--- src/rtl/hazard_control_unit.sv ---
// Stall/flush controller for the 5-stage pipeline: load-use bubbles, branch flushes and a
// data-memory wait FSM with timeout, plus saturating stall/flush performance counters.
module hazard_control_unit #(
    parameter int unsigned MEM_TIMEOUT = 15,
    parameter int unsigned CNT_W       = 16
) (
    input  logic             clk,
    input  logic             arst,
    input  logic [4:0]       rs1_id,
    input  logic [4:0]       rs2_id,
    input  logic [4:0]       rd_ex,
    input  logic             mem_read_ex,
    input  logic             branch_taken,
    input  logic             dmem_busy,
    output logic             pc_write,
    output logic             if_id_write,
    output logic             if_id_flush,
    output logic             id_ex_write,
    output logic             id_ex_flush,
    output logic             ex_mem_write,
    output logic             timeout_err,
    output logic [CNT_W-1:0] stall_cycles,
    output logic [CNT_W-1:0] flush_events
);

    localparam int unsigned WW = (MEM_TIMEOUT < 1) ? 1 : $clog2(MEM_TIMEOUT + 1);

    typedef enum logic [1:0] {StRun, StMemWait, StError} state_e;

    state_e           state_q;
    logic [WW-1:0]    wait_q;
    logic             timeout_q;
    logic [CNT_W-1:0] stall_q;
    logic [CNT_W-1:0] flush_q;
    logic             load_use;
    logic             flush_evt;

    // x0 is hard-wired zero, so a load targeting it never creates a dependency
    assign load_use  = mem_read_ex && (rd_ex != 5'd0) &&
                       ((rd_ex == rs1_id) || (rd_ex == rs2_id));
    assign flush_evt = (state_q == StRun) && !dmem_busy && branch_taken;

    always_comb begin
        pc_write     = 1'b1;
        if_id_write  = 1'b1;
        if_id_flush  = 1'b0;
        id_ex_write  = 1'b1;
        id_ex_flush  = 1'b0;
        ex_mem_write = 1'b1;
        case (state_q)
            StRun: begin
                if (dmem_busy) begin
                    pc_write     = 1'b0;
                    if_id_write  = 1'b0;
                    id_ex_write  = 1'b0;
                    ex_mem_write = 1'b0;
                end else if (branch_taken) begin
                    // squashing ID also removes any load-use dependency it carried
                    if_id_flush = 1'b1;
                    id_ex_flush = 1'b1;
                end else if (load_use) begin
                    pc_write    = 1'b0;
                    if_id_write = 1'b0;
                    id_ex_flush = 1'b1;
                end
            end
            default: begin
                pc_write     = 1'b0;
                if_id_write  = 1'b0;
                id_ex_write  = 1'b0;
                ex_mem_write = 1'b0;
            end
        endcase
    end

    always_ff @(posedge clk or posedge arst) begin
        if (arst) begin
            state_q   <= StRun;
            wait_q    <= '0;
            timeout_q <= 1'b0;
            stall_q   <= '0;
            flush_q   <= '0;
        end else begin
            case (state_q)
                StRun: begin
                    if (dmem_busy) begin
                        state_q <= StMemWait;
                        wait_q  <= WW'(1);
                    end
                end
                StMemWait: begin
                    if (!dmem_busy) begin
                        state_q <= StRun;
                        wait_q  <= '0;
                    end else if (wait_q == WW'(MEM_TIMEOUT)) begin
                        state_q   <= StError;
                        timeout_q <= 1'b1;
                    end else begin
                        wait_q <= wait_q + WW'(1);
                    end
                end
                StError: timeout_q <= 1'b1;
                default: state_q <= StRun;
            endcase

            if (!pc_write && (stall_q != '1)) begin
                stall_q <= stall_q + CNT_W'(1);
            end
            if (flush_evt && (flush_q != '1)) begin
                flush_q <= flush_q + CNT_W'(1);
            end
        end
    end

    assign timeout_err  = timeout_q;
    assign stall_cycles = stall_q;
    assign flush_events = flush_q;

endmodule

--- config.mk ---
export PLATFORM = sky130hd
export DESIGN_NAME = hazard_control_unit
export DESIGN_NICKNAME = d
export VERILOG_FILES = /design/src/rtl/hazard_control_unit.sv
export SDC_FILE = /design/constraint.sdc
export NUM_CORES = 1
export LEC_CHECK = 0
export BUFFER_PORTS_ARGS = -buffer_cell sky130_fd_sc_hd__buf_4
export CORE_MARGIN = 2
export CORE_UTILIZATION = 25
export CTS_CLUSTER_DIAMETER = 100
export CTS_CLUSTER_SIZE = 25
export DETAILED_ROUTE_END_ITERATION = 10
export HOLD_SLACK_MARGIN = 0.08
export PLACE_DENSITY = 0.44
export SYNTH_ARGS = -nofsm -noshare
export SYNTH_HDL_FRONTEND = slang
export SYNTH_SLANG_ARGS = --single-unit
--- constraint.sdc ---
create_clock -name clk -period 3.67 [get_ports clk]
set_clock_uncertainty 0.1 [all_clocks]
set_input_delay 0.5505 -clock clk [delete_from_list [all_inputs] [get_ports clk]]
set_output_delay 0.5505 -clock clk [all_outputs]
set_load 0.005 [all_outputs]
==> results of run 1 <==
==> layout make-up <==
cell class                      count  area (sq um)  area share
Clock buffer                        6          82.6      0.0304
Clock inverter                      2          35.0      0.0129
Inverter                            7          26.3     0.00966
Multi-Input combinational cell    148          1020       0.377
Sequential cell                    39           976       0.359
Tap cell                          105           131      0.0483
Timing Repair Buffer               59           443       0.163
==> cells in the final DEF, fill, tap and decap left out, types with 5 or more instances in the layout <==
master     n
dfrtp_1   39
xor2_1    19
buf_4     59
nand3_1   12
inv_1      7
clkbuf_8   6
nand2_1   16
nor2_1    17
o21ai_0    5
nand4_1   11
and3_1     7
xnor2_1   19
==> stage by stage <==
step	total power [mW]	worst slack, ns
floorplan	0.728	1.46
global placement	0.889	1.23
finish	1.25	1.19
global route	1.33	1.09
CTS	1.27	1.18
detailed placement	0.896	1.18
==> registers in the layout, indices dropped and copies added (netlist names) <==
name	flops
timeout_err	1
state_q	2
stall_cycles	16
flush_events	16
wait_q	4
==> worst max-delay path, cell delays in order <==
cell	delay, ns
buf_4	0.12
xor2_1	0.16
nor3_2	0.19
a22oi_2	0.14
o31ai_2	0.38
inv_1	0.12
buf_4	0.16
==> routing by layer <==
metal	part of all wire	routed length, um
met5	0	0
met4	0.0060	28
met3	0.059	276
met2	0.48	2240
met1	0.45	2110
==> worst max path at each step <==
| stage | start | slack [ns] | endpoint | cells after the start |
|---|---|---|---|---|
| 2_1_floorplan | rd_ex[3] | 1.46 | pc_write | 6 |
| 3_3_place_gp | rd_ex[3] | 1.23 | pc_write | 7 |
| 3_5_place_dp | rd_ex[3] | 1.18 | if_id_write | 7 |
| 4_1_cts | rd_ex[3] | 1.18 | if_id_write | 7 |
| 5_1_grt | rd_ex[3] | 1.09 | if_id_write | 7 |
| 6_report | rd_ex[3] | 1.19 | if_id_write | 7 |
==> kinds of logic after synthesis <==
family                     synth area share
adders and majority gates            0.0182
muxes                                0.0164
and+or+nand+nor                       0.212
xor gates and xnor gates              0.162
DFF                                   0.474
AOI/OAI and AO/OA                    0.0894
buffers and inverters                0.0280
==> where the power goes <==
part	total [mW]	internal [mW]	switching (mW)	leakage, nW
Combinational	0.283	0.168	0.115	0.687
Clock	0.365	0.220	0.145	0.0612
Sequential	0.598	0.496	0.102	0.509
==> flow_metrics.env, run 1 <==
export IMPL_outcome="complete, no violations"
export IMPL_routed_via_density=4.48
export IMPL_fin_crit_sh=0.675
export IMPL_use_met1=0.142
export IMPL_drc=0
export IMPL_r2r_setup_slack_ns=1.45
export IMPL_numCtsBuffers=5
export IMPL_hold_viol_final=0
export IMPL_synth_top_cells_by_area="dfrtp_1 (47%), xnor2_1 (8.1%), xor2_1 (8.1%)"
export IMPL_rr_worst_depth=6
export IMPL_die_w_um=94.7
export IMPL_dieHeight_um=94.7
export IMPL_post_route_util=0.336
export IMPL_synth_area_sq_um=2060
export IMPL_regToRegEndpoint="stall_cycles[1]$_DFFE_PP0P_"
export IMPL_clock_sinks=39
export IMPL_grt_max_degree=40
export IMPL_cp_start_kind="input port"
export IMPL_fin_hold_ws_ns=0.273
export IMPL_critPathMaxFanout=4
export IMPL_initial_core_util=0.254
export IMPL_maxCapViolCount=0
export IMPL_finalSetupViolCount=0
export IMPL_worstReg2RegStart="stall_cycles[0]$_DFFE_PP0P_"
export IMPL_fin_area_sq_um=2720
export IMPL_async_reset_ff_frac=1.00
export IMPL_placed_cell_area_sq_um=2600
export IMPL_stdcell_count=366
export IMPL_routed_wl_um=4650
export IMPL_layout_nets=283
export IMPL_io_buffers=58
export IMPL_crit_path_end_kind="output port"
export IMPL_grt_pass1_wl_um=7850
export IMPL_clock_root_buffer="clkbuf_8"
export IMPL_clk_pin_slew_ns=0.08
export IMPL_synth_top_area_frac=0.474
export IMPL_n_fill_cell=864
export IMPL_grtUsageMet2=0.179
export IMPL_cts_buffer_depth=2
export IMPL_tightest_slew_ns=0.508
export IMPL_ys_seq_area_frac=0.474
export IMPL_rsz0062_at_grt="no"
export IMPL_min_period_ns=2.48
export IMPL_ys_seq_elements=39
export IMPL_holdCritPathClass="input port to async pin"
export IMPL_ir_drop_v=0.000272
export IMPL_rows=33
export IMPL_core_area_sq_um=8090
export IMPL_cts_resized=0
export IMPL_synthToLayoutAreaGrowth_pct=32.1
export IMPL_grtUsageMet3=0.0383
export IMPL_routabilityCongestion=0.788
export IMPL_firstDrtPassIters=4
export IMPL_clock_latency_ns=0.28
export IMPL_avgRoutedWirePerCell_um=12.7
export IMPL_synth_edf_count=0
export IMPL_syn_instance_count=198
export IMPL_post_cts_buffers=0
export IMPL_io_pins=59
export IMPL_finalMaxSlewViolations=0
export IMPL_pwr_density_cell_nw_per_um2=458
export IMPL_ant_nets=0
export IMPL_slew_headroom=0.661
export IMPL_grt_ovfl_total=0
export IMPL_diodes=0
export IMPL_cp_required_ns=3.02
export IMPL_power_leakage_nw=1.26
export IMPL_antenna_found_initial=0
export IMPL_synth_area_leader_cell="dfrtp_1"
export IMPL_top_usage_layer="met2"
export IMPL_num_vias=1639
export IMPL_grt_pass1_vias=1626
export IMPL_grt_usage=0.110
export IMPL_dp_hpwl_um=3460
export IMPL_cts_tree="built"
export IMPL_synth_common_cells="dfrtp_1 (39), xnor2_1 (19), xor2_1 (19)"
export IMPL_synthFlopType="dfrtp_1"
export IMPL_cts_htree_levels=2
export IMPL_max_freq_mhz=404
export IMPL_drive_gt1_frac=0.307
export IMPL_arrival_ns=1.83
export IMPL_holdBufCountCts=0
export IMPL_setup_tns_ns=0
export IMPL_synth_nets=221
export IMPL_ys_warnings_count=0
export IMPL_syn_avg_cell_area_sq_um=10.4
export IMPL_crit_type="input port to output port"
export IMPL_synth_most_common_cell="dfrtp_1"
export IMPL_die_area_sq_um=8970
export IMPL_placed_cells=358
export IMPL_ys_types=39
export IMPL_drtIter0Drc=42
No activity file was read; power rests on OpenSTA's default activity.
==> run 2, diff against run 1 <==
Settings changed: PLACE_DENSITY 0.44 to 0.46.
Clock period 3.67 ns to 2.2 ns, I/O delays scaled along.
==> flow_metrics.env, run 2 (synthesis gave the netlist of run 1 again) <==
export IMPL_outcome="complete, no violations"
export IMPL_die_w_um=94.7
export IMPL_cts_tree="built"
export IMPL_holdCritPathClass="input port to async pin"
export IMPL_dieHeight_um=94.7
export IMPL_drc=0
export IMPL_grt_pass1_wl_um=8000
export IMPL_r2r_setup_slack_ns=0.09
export IMPL_fin_crit_sh=0.957
export IMPL_io_buffers=58
export IMPL_die_area_sq_um=8970
export IMPL_finalMaxSlewViolations=0
export IMPL_routabilityCongestion=0.755
export IMPL_cts_buffer_depth=2
export IMPL_core_area_sq_um=8090
export IMPL_power_leakage_nw=1.30
export IMPL_ant_nets=0
export IMPL_antenna_found_initial=0
export IMPL_num_vias=1696
export IMPL_post_route_util=0.344
export IMPL_firstDrtPassIters=4
export IMPL_finalSetupViolCount=0
export IMPL_grt_max_degree=40
export IMPL_fin_hold_ws_ns=0.0694
export IMPL_maxCapViolCount=0
export IMPL_cp_start_kind="flop"
export IMPL_critPathMaxFanout=7
export IMPL_grt_ovfl_total=0
export IMPL_max_freq_mhz=475
export IMPL_layout_nets=293
export IMPL_clock_latency_ns=0.29
export IMPL_initial_core_util=0.254
export IMPL_rows=33
export IMPL_place_ws_ns=0.0474
export IMPL_final_cell_mix="buf_4 (68), dfrtp_1 (39), xor2_1 (19), xnor2_1 (19), nor2_1 (17)"
export IMPL_final_common_cell="buf_4"
export IMPL_clock_root_buffer="clkbuf_8"
export IMPL_crit_type="flop to flop"
export IMPL_cp_slowest_cell="a311o_2"
export IMPL_slew_headroom=0.660
export IMPL_clock_sinks=39
export IMPL_io_pins=59
export IMPL_routed_wl_um=5070
export IMPL_pwr_density_cell_nw_per_um2=734
export IMPL_routed_via_density=4.51
export IMPL_arrival_ns=2.18
export IMPL_worst_slack_ns=0.0937
export IMPL_min_period_ns=2.11
export IMPL_path_cells="ha_1 > nand2_1 > nor4_4 > a311o_2 > o21ai_4 > mux2_1"
export IMPL_grt_usage=0.114
export IMPL_diodes=0
export IMPL_grt_pass1_vias=1610
export IMPL_n_fill_cell=876
export IMPL_tightest_slew_ns=0.510
export IMPL_numCtsBuffers=5
export IMPL_cp_required_ns=2.28
export IMPL_drtIter0Drc=32
export IMPL_synthToLayoutAreaGrowth_pct=35.4
export IMPL_drive_gt1_frac=0.328
export IMPL_setup_tns_ns=0
export IMPL_avgRoutedWirePerCell_um=13.5
export IMPL_rsz0062_at_grt="no"
export IMPL_cts_htree_levels=2
export IMPL_hold_viol_final=0
export IMPL_clk_pin_slew_ns=0.08
export IMPL_dp_hpwl_um=3590
export IMPL_cp_slowest_stage_delay_ns=0.42
export IMPL_crit_path_end_kind="flop"
export IMPL_ir_drop_v=0.000348
run 2: where the power goes:
part           switching, mW  leakage [nW]  internal (mW)  total (mW)
clock network          0.262        0.0412          0.222       0.484
registers              0.122         0.509          0.827       0.949
logic                  0.267         0.750          0.347       0.615
total                  0.652          1.30           1.40        2.05
run 2: stage by stage:
stage,cell area [sq um],total power [mW],cells
final,2790,2.05,376
after floorplan,2060,1.21,198
after global placement,2650,1.54,365
after CTS,2740,2.05,373
after global routing,2790,2.19,376
after detailed placement,2650,1.54,365
run 2: cell type report:
| type | count | area, sq um | area share |
|---|---|---|---|
| Clock buffer | 6 | 72.6 | 0.0260 |
| Timing Repair Buffer | 68 | 510 | 0.183 |
| Clock inverter | 2 | 12.5 | 0.00449 |
| Sequential cell | 39 | 976 | 0.350 |
| Multi-Input combinational cell | 149 | 1060 | 0.380 |
| Inverter | 7 | 26.3 | 0.00943 |
| Tap cell | 105 | 131 | 0.0471 |
run 2: worst paths after layout:
| check | from | endpoint | cells past startpoint |
|---|---|---|---|
| max | stall_cycles[1]$_DFFE_PP0P_ | stall_cycles[1]$_DFFE_PP0P_ | 6 |
| min | arst | state_q[1]$_DFFE_PP0P_ | 3 |
| max reg2reg | stall_cycles[1]$_DFFE_PP0P_ | stall_cycles[1]$_DFFE_PP0P_ | 6 |
| min reg2reg | timeout_err$_DFFE_PP0P_ | timeout_err$_DFFE_PP0P_ | 1 |
| max in group asynchronous | arst | stall_cycles[4]$_DFFE_PP0P_ | 3 |
| min in group clk | dmem_busy | wait_q[1]$_DFFE_PP0P_ | 3 |
run 2: timing repair:
action,in CTS,in global routing
buffers inserted,0,2
hold buffers,0,0
endpoints found under the setup margin,0,13
gates resized for setup,0,3
run 2: metal layers:
| layer | vias up | GRT usage | share of wire |
|---|---|---|---|
| met4 | 0 | 0.0386 | 0.013 |
| met3 | 7 | 0.0311 | 0.051 |
| met2 | 37 | 0.177 | 0.47 |
| met5 | - | 0 | 0 |
| li1 | 836 | - | - |
| met1 | 816 | 0.155 | 0.47 |
run 2: critical path: cells and delay by family, from the launching register on:
kind | cells | cell delay [ns]
and+or+nand+nor | 2 | 0.20
adders and majority gates | 1 | 0.22
muxes | 1 | 0.36
AOI/OAI and AO/OA | 2 | 0.70
DFF | 1 | 0.40
